### src/rtl/reg_file_rd.sv
// reg_file_rd: 2^A x W register file with one write port and a handshaked
// dual-operand read port. A request is captured on its accepting edge. Both
// operands become visible one cycle later in a single registered output
// stage. Entry 0 always reads as zero.
module reg_file_rd #(
    parameter int W = 32,
    parameter int A = 5
) (
    input  logic         clk,
    input  logic         rst_n,
    input  logic         wr_en,
    input  logic [A-1:0] wr_addr,
    input  logic [W-1:0] wr_data,
    input  logic         rd_req_valid,
    output logic         rd_req_ready,
    input  logic [A-1:0] rd_addr_a,
    input  logic [A-1:0] rd_addr_b,
    output logic         rd_rsp_valid,
    input  logic         rd_rsp_ready,
    output logic [W-1:0] rd_data_a,
    output logic [W-1:0] rd_data_b
);

    localparam int DEPTH = 32'd1 << A;

    logic [W-1:0] mem_r [DEPTH];
    logic         rsp_valid_r;
    logic [W-1:0] data_a_r;
    logic [W-1:0] data_b_r;

    logic         accept_s;
    logic         complete_s;
    logic         wr_hit_s;
    logic [W-1:0] oper_a_s;
    logic [W-1:0] oper_b_s;

    // The single output stage may be refilled whenever it is empty or being drained
    assign rd_req_ready = !rsp_valid_r || rd_rsp_ready;
    assign accept_s     = rd_req_valid && rd_req_ready;
    assign complete_s   = rsp_valid_r && rd_rsp_ready;
    // Writes to entry 0 are discarded, so they never count as a bypass source
    assign wr_hit_s     = wr_en && (wr_addr != {A{1'b0}});

    assign rd_rsp_valid = rsp_valid_r;
    assign rd_data_a    = data_a_r;
    assign rd_data_b    = data_b_r;

    // Operand A lookup: zero for entry 0, same-edge write data wins over stored entry
    always_comb begin
        oper_a_s = {W{1'b0}};
        if (rd_addr_a == {A{1'b0}}) begin
            oper_a_s = {W{1'b0}};
        end else if (wr_hit_s && (wr_addr == rd_addr_a)) begin
            oper_a_s = wr_data;
        end else begin
            oper_a_s = mem_r[rd_addr_a];
        end
    end

    // Operand B lookup: same rules as operand A, evaluated independently
    always_comb begin
        oper_b_s = {W{1'b0}};
        if (rd_addr_b == {A{1'b0}}) begin
            oper_b_s = {W{1'b0}};
        end else if (wr_hit_s && (wr_addr == rd_addr_b)) begin
            oper_b_s = wr_data;
        end else begin
            oper_b_s = mem_r[rd_addr_b];
        end
    end

    // Storage array: cleared by reset, written on any non-zero address
    always_ff @(posedge clk or negedge rst_n) begin
        if (!rst_n) begin
            for (int i = 0; i < DEPTH; i++) begin
                mem_r[i] <= {W{1'b0}};
            end
        end else if (wr_hit_s) begin
            mem_r[wr_addr] <= wr_data;
        end
    end

    // Response stage: load on accept, release on drain, otherwise hold the snapshot
    always_ff @(posedge clk or negedge rst_n) begin
        if (!rst_n) begin
            rsp_valid_r <= 1'b0;
            data_a_r    <= {W{1'b0}};
            data_b_r    <= {W{1'b0}};
        end else if (accept_s) begin
            rsp_valid_r <= 1'b1;
            data_a_r    <= oper_a_s;
            data_b_r    <= oper_b_s;
        end else if (complete_s) begin
            rsp_valid_r <= 1'b0;
        end else begin
            rsp_valid_r <= rsp_valid_r;
        end
    end

endmodule

### config.mk
export PLATFORM = sky130hd
export DESIGN_NAME = reg_file_rd
export DESIGN_NICKNAME = d
export VERILOG_FILES = /design/src/rtl/reg_file_rd.sv
export SDC_FILE = /design/constraint.sdc
export NUM_CORES = 2
export LEC_CHECK = 0
export BUFFER_PORTS_ARGS = -buffer_cell sky130_fd_sc_hd__buf_2
export CAP_MARGIN = 10
export CORE_ASPECT_RATIO = 1.1
export CORE_MARGIN = 2
export CORE_UTILIZATION = 45
export CTS_BUF_LIST = sky130_fd_sc_hd__clkbuf_16
export CTS_CLUSTER_SIZE = 16
export DETAILED_ROUTE_END_ITERATION = 6
export GPL_ROUTABILITY_DRIVEN = 0
export HOLD_SLACK_MARGIN = 0.06
export PLACE_DENSITY = 0.6
export SLEW_MARGIN = 20
export SYNTH_ARGS = -nofsm -noshare
export SYNTH_HDL_FRONTEND = slang
export SYNTH_SLANG_ARGS = --single-unit
export TNS_END_PERCENT = 50
### constraint.sdc
create_clock -name clk -period 3.1 [get_ports clk]
set_input_delay 0.155 -clock clk [delete_from_list [all_inputs] [get_ports clk]]
set_output_delay 0.155 -clock clk [all_outputs]
set_load 0.01 [all_outputs]
==> impl_metrics.py <==
metrics = {
    "floorplanning": {
        "ios": 118,
        "fp.dieH_um": 375,
        "rows": 136,
        "start_util": 0.452,
        "fp.dieW_um": 341,
        "core_um2": 125000,
        "die-area_um2": 128000,
    },
    "routing": {
        "drt-initial-drc-count": 2786,
        "drtPass1Iterations": 5,
        "wire_per_inst_um": 31.8,
        "post-route-drc-count": 0,
        "final_antenna_net_count": 0,
        "via_count": 34100,
        "routed_via_density": 6.37,
        "wirelength_um": 170000,
    },
    "timing": {
        "fin_skew_ns": 0.0241,
        "max_slew.worst_pin.slew_ns": 1.05,
        "rsz0062_at_grt": "false",
        "fmaxAchievable_ghz": 0.439,
        "report.final.setup_viol": 0,
        "max_slew_margin": 0.300,
        "hold_viol_final": 0,
        "fin_setup_tns_ns": 0,
        "fin_ws_ns": 0.822,
        "slew_violations": 0,
        "period_needed_ns": 2.28,
        "fin_crit_sh": 0.735,
    },
    "power_and_ir_drop": {
        "power_density_nw_per_um2": 647,
        "ir_drop_v": 0.000492,
        "p_leak_uw": 0.0274,
        "pwr-share-seq": 0.465,
        "p_clk_frac": 0.336,
        "netSwitchingFraction": 0.273,
        "power_frac_comb": 0.199,
        "power_switching_uw": 11200,
        "internal-power_uw": 29700,
    },
    "synth": {
        "synthAdderAreaFrac": 0,
        "syn_nets": 3626,
        "synth-edff-count": 0,
        "avgSynthCellArea_um2": 15.7,
        "ys_warn_count": 0,
        "synth_top_family_by_area": "multiplexers",
        "ys_seq_elements": 1089,
        "synthMuxAreaShare": 0.429,
        "synthFlopType": "dfrtp_1",
        "synth_cells": 3574,
        "yosysSeqAreaShare": 0.484,
        "synth_area_um2": 56300,
        "synth_area_leaders": "dfrtp_1 48%, mux4_2 23%, mux2_2 16%",
        "synth_compound_area_frac": 0.0350,
        "ys_types": 35,
        "ys_async_sr_fraction": 1.00,
        "synthSimpleGateAreaFrac": 0.0133,
        "synth.top_cell.area_share": 0.484,
        "synth-xor-area-share": 0.00156,
        "yosys.area.top_type": "dfrtp_1",
    },
    "global_routing": {
        "grt_max_degree": 102,
        "overflow": 0,
        "grt_use_total": 0.271,
        "grt_first_pass_wirelength_um": 253000,
        "grt_pass1_vias": 36300,
        "antenna_found_initial": 3,
    },
    "cells_and_area": {
        "n_fill_cell": 10500,
        "final_cell_mix": "1089 x dfrtp_1, 781 x mux2_2, 576 x mux4_2",
        "syn_to_final_growth_pct": 12.4,
        "final_common_cell": "dfrtp_1",
        "final_layout_size_suffix_gt1_frac": 0.501,
        "fin_area_um2": 63200,
        "seq_area_um2": 27300,
        "multi_input_area_um2": 27200,
        "nNetsFinal": 3646,
    },
    "clock_network": {
        "clk_pin_slew_ns": 0.06,
        "cts_made_buffers": 117,
        "clk_path_buf_depth": 3,
        "cts.root.buffer_cell": "clkbuf_16",
        "numClockSinks": 1089,
        "clk_latency_ns": 0.74,
        "cts_resized": 0,
        "h-tree-depth": 3,
        "tritoncts": "done",
    },
    "critical_path": {
        "critical_path.startpoint_type": "register",
        "required_ns": 3.74,
        "critPathCaptureType": "register",
        "crit_fanout": 19,
        "critical_path_class": "reg2reg",
        "worst-endpoint-arrival_ns": 2.91,
    },
    "placement": {
        "dp_slack_ns": 0.601,
        "portBuffers": 117,
        "dpl-instance-area_um2": 59200,
        "dp_hpwl_um": 104000,
    },
    "outcome": {
        "outcome": "complete, no violations",
    },
    "worst_hold_path": {
        "holdCritPathClass": "in2reg",
    },
    "flow_run": {
        "drv_cap": 0,
    },
}
[power by group through the flow]
stage | Clock (uW) | Sequential, uW | Combinational [uW]
6_report | 13800 | 19000 | 8140
5_1_grt | 14600 | 19400 | 8760
4_1_cts | 14100 | 19000 | 8220
3_5_place_dp | 0 | 19200 | 8170
3_3_place_gp | 0 | 19100 | 8000
2_1_floorplan | 0 | 18500 | 6130
[registers in the layout, summed over array words and instances (netlist names)]
name and count:
mem_r 1024, rd_rsp_valid 1, rd_data_a 32, rd_data_b 32
[cell families (layout without fill, tap and decap cells)]
group | count (synthesis) | count (layout)
multiplexers | 1568 | 1568
flip-flops | 1089 | 1089
buffers and inverters | 477 | 596
AO/OA/AOI/OAI | 261 | 261
AND/OR/NAND/NOR | 169 | 169
XOR/XNOR | 10 | 10
other | 0 | 1
[synthesized netlist by cell type (all sizes together) (3+ instances only)]
cell / n
xnor2: 10
mux2: 992
a22oi: 160
nand3: 4
inv: 31
o211ai: 34
o21ai: 32
mux4: 576
clkinv: 33
nand2: 115
dfrtp: 1089
clkbuf: 231
a222oi: 32
and2: 3
nand3b: 4
nor2b: 4
nor3b: 4
nor2: 20
buf: 182
nor3: 3
[path summary, 6_finish.rpt]
path	from	endpoint	slack, ns	depth (start not counted)
setup / recovery	rd_rsp_valid	rd_data_a[14]	0.82	6
hold / removal	wr_data[8]	mem_r[840]	0.11	2
setup reg to reg	rd_rsp_valid	rd_data_a[14]	0.82	6
hold reg to reg	mem_r[1005]	mem_r[1005]	0.39	0
max in group asynchronous	rst_n	mem_r[145]	1.52	4
min in group asynchronous	rst_n	mem_r[963]	0.57	3
[critical path, cell delays in order, from the launching register on]
cell      delay [ns]
dfrtp_1         0.37
nand2b_1        0.37
and2_1          0.23
o311a_2         0.63
buf_12          0.30
a222oi_1        0.12
o21ai_1         0.12
[per-layer routing]
| metal | vias up | track usage | share of wire |
|---|---|---|---|
| met5 | - | 0 | 0.00015 |
| met2 | 1003 | 0.423 | 0.47 |
| met4 | 4 | 0.0970 | 0.034 |
| met3 | 284 | 0.0590 | 0.067 |
| li1 | 13900 | - | - |
| met1 | 18900 | 0.377 | 0.43 |
[stage by stage]
step,power (uW),hold WS (ns),instances,utilization
detailed placement,27400,0.241,5101,0.475
floorplan,24600,-0.141,3574,-
finish,40900,0.112,5350,0.508
global route,42800,0.123,5349,0.508
global placement,27100,0.234,5101,0.475
CTS,41300,0.0603,5349,0.508
[layout make-up]
type / instances / area share
antenna: 1 / 0.0000396
multi-input combinational: 2008 / 0.431
inverter: 64 / 0.00380
clock inverter: 98 / 0.0112
timing repair buffer: 314 / 0.0432
sequential: 1089 / 0.431
tap: 1656 / 0.0328
clock buffer: 120 / 0.0475
[what timing repair did]
item | in CTS | in global routing
hold buffers | 30 | 0
setup buffers | 0 | 0
endpoints found under the hold margin | 942 | 0
Power figures use the tool's default switching activity.
